--- src/rtl/mcu_rst_pkg.sv ---
// mcu_rst_pkg: shared state encoding and reset-cause constants for the reset sequencer
package mcu_rst_pkg;
  typedef enum logic [2:0] {RUN, SYS_HOLD, REL_PERIPH, REL_HAD, CORE_HOLD} rst_state_e;
  localparam int CAUSE_CPU_SOFT = 0;
  localparam int CAUSE_SYS_SOFT = 1;
  localparam int CAUSE_WDT      = 2;
  localparam int CAUSE_DBG      = 3;
  localparam int CAUSE_POR      = 4;
  localparam logic [4:0] POR_CAUSE = 5'b10000;
endpackage

--- src/rtl/mcu_rst_stage_timer.sv ---
// mcu_rst_stage_timer: clearable saturating stage counter with terminal-count flag
module mcu_rst_stage_timer #(
  parameter int W = 5
) (
  input  logic         sys_clk,
  input  logic         sys_rst,
  input  logic         clr,
  input  logic [W-1:0] limit,
  output logic         tc
);
  logic [W-1:0] cnt;
  always_ff @(posedge sys_clk)
    if (sys_rst || clr) cnt <= '0;
    else if (cnt != '1) cnt <= cnt + W'(1);
  assign tc = cnt >= limit;
endmodule

--- src/rtl/mcu_rst_sequencer.sv ---
// mcu_rst_sequencer: staged release of peripheral, debug and core resets with sticky cause log
module mcu_rst_sequencer
  import mcu_rst_pkg::*;
#(
  parameter int HOLD_CYCLES = 16,
  parameter int STAGE_GAP   = 4
) (
  input  logic       sys_clk,
  input  logic       sys_rst,
  input  logic [1:0] cpu_pad_soft_rst,
  input  logic       wdt_rst_req,
  input  logic       had_dbg_rst_req,
  input  logic       rst_cause_clr,
  output logic       periph_rst_b,
  output logic       pad_had_rst_b,
  output logic       pad_cpu_rst_b,
  output logic [4:0] rst_cause,
  output logic       seq_busy
);
  localparam int CW = $clog2(HOLD_CYCLES > STAGE_GAP ? HOLD_CYCLES : STAGE_GAP) + 1;
  rst_state_e state, state_nx;
  logic sys_req, core_req, tc, rst_q, clr;
  logic [CW-1:0] limit;
  logic [4:0] cause_set;
  assign sys_req  = cpu_pad_soft_rst[1] | wdt_rst_req;
  assign core_req = cpu_pad_soft_rst[0] | had_dbg_rst_req;
  assign limit = (state == REL_PERIPH || state == REL_HAD) ? CW'(STAGE_GAP - 1) : CW'(HOLD_CYCLES - 1);
  // the first edge after power-on reset acts as the entry edge, so hold time matches a soft entry
  assign clr = rst_q | (state_nx != state);
  assign cause_set = {1'b0, had_dbg_rst_req, wdt_rst_req, cpu_pad_soft_rst[1], cpu_pad_soft_rst[0]};
  mcu_rst_stage_timer #(.W(CW)) u_timer (
    .sys_clk(sys_clk),
    .sys_rst(sys_rst),
    .clr(clr),
    .limit(limit),
    .tc(tc)
  );
  always_comb begin
    state_nx = state;
    case (state)
      RUN:        state_nx = sys_req ? SYS_HOLD : core_req ? CORE_HOLD : RUN;
      SYS_HOLD:   state_nx = (tc && !sys_req) ? REL_PERIPH : SYS_HOLD;
      REL_PERIPH: state_nx = sys_req ? SYS_HOLD : tc ? REL_HAD : REL_PERIPH;
      REL_HAD:    state_nx = sys_req ? SYS_HOLD : tc ? RUN : REL_HAD;
      CORE_HOLD:  state_nx = sys_req ? SYS_HOLD : (tc && !core_req) ? RUN : CORE_HOLD;
      default:    state_nx = SYS_HOLD;
    endcase
  end
  always_ff @(posedge sys_clk) begin
    rst_q <= sys_rst;
    if (sys_rst) begin
      state         <= SYS_HOLD;
      periph_rst_b  <= 1'b0;
      pad_had_rst_b <= 1'b0;
      pad_cpu_rst_b <= 1'b0;
      seq_busy      <= 1'b1;
      rst_cause     <= POR_CAUSE;
    end else begin
      state         <= state_nx;
      periph_rst_b  <= state_nx != SYS_HOLD;
      pad_had_rst_b <= state_nx inside {RUN, CORE_HOLD, REL_HAD};
      pad_cpu_rst_b <= state_nx == RUN;
      seq_busy      <= state_nx != RUN;
      rst_cause     <= (rst_cause_clr ? 5'b0 : rst_cause) | cause_set;
    end
  end
endmodule

--- config.mk ---
export PLATFORM = sky130hd
export DESIGN_NAME = mcu_rst_sequencer
export DESIGN_NICKNAME = d
export VERILOG_FILES = /design/src/rtl/mcu_rst_pkg.sv /design/src/rtl/mcu_rst_stage_timer.sv /design/src/rtl/mcu_rst_sequencer.sv
export SDC_FILE = /design/constraint.sdc
export NUM_CORES = 1
export LEC_CHECK = 0
export CORE_AREA = 2 2 56 58
export CTS_CLUSTER_SIZE = 14
export DETAILED_ROUTE_END_ITERATION = 8
export DIE_AREA = 0 0 58 60
export MAX_ROUTING_LAYER = met4
export PLACE_DENSITY_LB_ADDON = 0.15
export SYNTH_ARGS = -nofsm -noshare
export SYNTH_HDL_FRONTEND = slang
export SYNTH_SLANG_ARGS = --single-unit
--- constraint.sdc ---
create_clock -name sys_clk -period 3.59 [get_ports sys_clk]
set_input_delay 0.359 -clock sys_clk [delete_from_list [all_inputs] [get_ports sys_clk]]
set_output_delay 0.359 -clock sys_clk [all_outputs]
set_load 0.005 [all_outputs]
==> impl_results.md <==
* Avg Vias per Cell at 4.75
* Post-synth top flop: dfxtp_1
* DRT Wirelength at 1.58 mm
* Unrepaired setup endpoints after global routing: false
* RD Place Congestion at 0.711
* Reg-to-Reg End: seq_busy
* Initial core utilization at 0.289
* Simple-gate share of the synthesized area at 0.240
* Antenna violations before repair at 0
* Adder-Cell Fraction of Synth Area at 0.0597
* Max Fclk at 500 MHz
* Post-CTS setup buffer count at 0
* Final min period at 2.00 ns
* Yosys cell types at 31
* # nets final at 118
* Final hold vios at 0
* Worst-path maximum fanout at 8
* Hold path start: rst_cause[4]
* Area grow syn2layout at 22.8%
* Num rows at 20
* WHS at 0.473 ns
* Worst Path Arrival at 2.15 ns
* Post-Synth XOR/XNOR Area at 0.0627
* Tot GR Track Use at 0.108
* Commonest non-fill, non-tap cell in the layout: dfxtp_1
* Mapped Cells at 89
* DIE AREA at 0.00348 mm²
* # diodes at 0
* Internal reg-to-reg setup slack at 1.59 ns
* WS Path Type: reg -> reg
* Die H at 60 µm
* Worst skew pair latency at 0.29 ns
* DR iter-0 viols at 2
* Sequential Power Share at 0.619
* Hold Path Sink: rst_cause[4]
* Antenna-violating nets left at 0
* Int Power at 0.261 mW
* Finished Core Util at 0.355
* # IOs at 16
* CTS Buffer Depth at 2
* Clock Sinks at 18
* Hold buffers post-CTS at 0
* Syn_nets at 100
* H-tree depth at 1
* Final Setup Violations at 0
* Share of cells above drive strength 1 at 0.0952
* Die Width at 58 µm
* Least-Margin Pin Slew at 0.694 ns
* Layout Cells excl Fill at 138
* Post-route clock skew at 0.00337 ns
* Drt first pass iters at 3
* Pleak at 0.402 nW
* Clk pin slew, worst setup/hold paths at 0.10 ns
* Pwr Density at 327 mW/mm²
* Max Cap Viol at 0
* Post-synthesis mux area share at 0.0239
* Dpl cell area at 0.00101 mm²
* Setup_tns at 0 ns
* TritonCTS clock tree: built
* Fin area at 0.00103 mm²
* Post-Place Worst Slack at 1.60 ns
* Pwr Total at 0.336 mW
* Post-synth EDFFs at 0
* # DRC at 0
* Vias in the first global route at 589
* CP Launch Type: flip-flop
* R2R Path Start: state[2]
* Pin count of the biggest net entering global routing at 12
* DR WL/cell at 11.4 µm
* Post-Syn Area at 838 µm²
* Post-CTS sizing at 0
* Async SR Flop Fraction at 0
* Core Region at 0.00290 mm²
* Clock share of power at 0.292
* Post-DP HPWL at 1.16 mm
* Combinational share of power at 0.090
* Final setup margin at 1.59 ns
* Psw at 0.0752 mW
* Compound-Gate Fraction of Synth Area at 0.143
* Yosys warning total at 0
* Main combinational cell family by area after synthesis: simple AND/OR/NAND/NOR gates
* IO Port Bufs at 15
* Sw Ratio at 0.223
* Yosys reg bits at 18
* Worst rel slew slack at 0.534
* CTS Buf Count at 3
* Worst Reg-to-Reg Cells at 7
* Status: complete, no violations
* Total gr overflow at 0
* Commonest non-fill, non-tap cells in the layout: 18 x dfxtp_1, 17 x nor2_1, 15 x clkdlybuf4s50_1
* Mapped Avg Cell Area at 9.42 µm²
* Data required, critical path at 3.74 ns
* Vias at 656
* Hold crit path type: reg -> reg
* Clock root cell: clkbuf_4
* Global-route wire length before repair at 2.68 mm
* Pins Over Slew Limit at 0
* Inst Count DP at 135
* Maximum VDD drop at 0.233 mV
* Worst setup EP type: flip-flop
* Worst hold stages at 1
* Final Cycle Share at 0.557
* Sequential share of the synthesized area at 0.430
-- layer usage --
metal / track usage / wire, µm / vias to the layer above
met5: - / 0 / -
met2: 0.166 / 687 / 19
met1: 0.121 / 759 / 293
met3: 0.0519 / 115 / 2
met4: 0.0399 / 14 / 0
li1: - / - / 342
-- Yosys cell counts, drive strengths merged (2+ instances only) --
cell type,n,area (µm²)
and3,3,18.8
mux2i,2,20.0
nor3,4,25.0
nor2,17,63.8
and2b,2,16.3
xor2,4,35.0
o21a,2,15.0
nand3,2,15.0
ha,4,50.1
buf,2,22.5
o21ai,3,18.8
inv,3,11.3
xnor2,2,17.5
a21oi,6,33.8
nand2,5,18.8
dfxtp,18,360
-- worst max-delay path by stage --
stage	from	end	slack, ns
after floorplan	state[2]	seq_busy	1.79
after global placement	state[2]	seq_busy	1.67
after detailed placement	state[2]	seq_busy	1.60
after CTS	state[2]	seq_busy	1.58
after global routing	state[2]	seq_busy	1.44
final	state[2]	seq_busy	1.59
-- sequential cells by signal, indices dropped and copies added (netlist names) --
register and cells:
rst_q 1, pad_cpu_rst_b 1, state 3, seq_busy 1, rst_cause 5, u_timer.cnt 5, periph_rst_b 1, pad_had_rst_b 1
-- worst max-delay path, stage by stage (launching register included) --
cell and delay, ns:
dfxtp_1 0.49, and2b_2 0.28, ha_1 0.31, a21oi_2 0.07, o211ai_4 0.25, nor3_1 0.09
a211oi_1 0.26, nand3_1 0.11
-- power by group through the flow --
stage               Sequential [mW]  Combinational (mW)  Clock, mW
global route                  0.209              0.0334      0.114
global placement              0.213              0.0300          0
detailed placement            0.213              0.0305          0
CTS                           0.208              0.0308      0.106
finish                        0.208              0.0302     0.0981
floorplan                     0.213              0.0108          0
-- logic make-up after synthesis --
logic type / count (synthesis)
AND/OR/NAND/NOR: 38
flip-flops: 18
AO/OA/AOI/OAI: 16
XOR/XNOR: 6
buffers and inverters: 5
adder cells (fa/ha/maj): 4
multiplexers: 2
-- final cells by class --
cell class,count,area (µm²)
Timing Repair Buffer,15,150
Sequential cell,18,360
Tap cell,33,41.3
Clock buffer,3,22.5
Inverter,3,11.3
Multi-Input combinational cell,66,444
Fill cell,315,1870
Note: power is estimated with default switching activity, not from simulation.
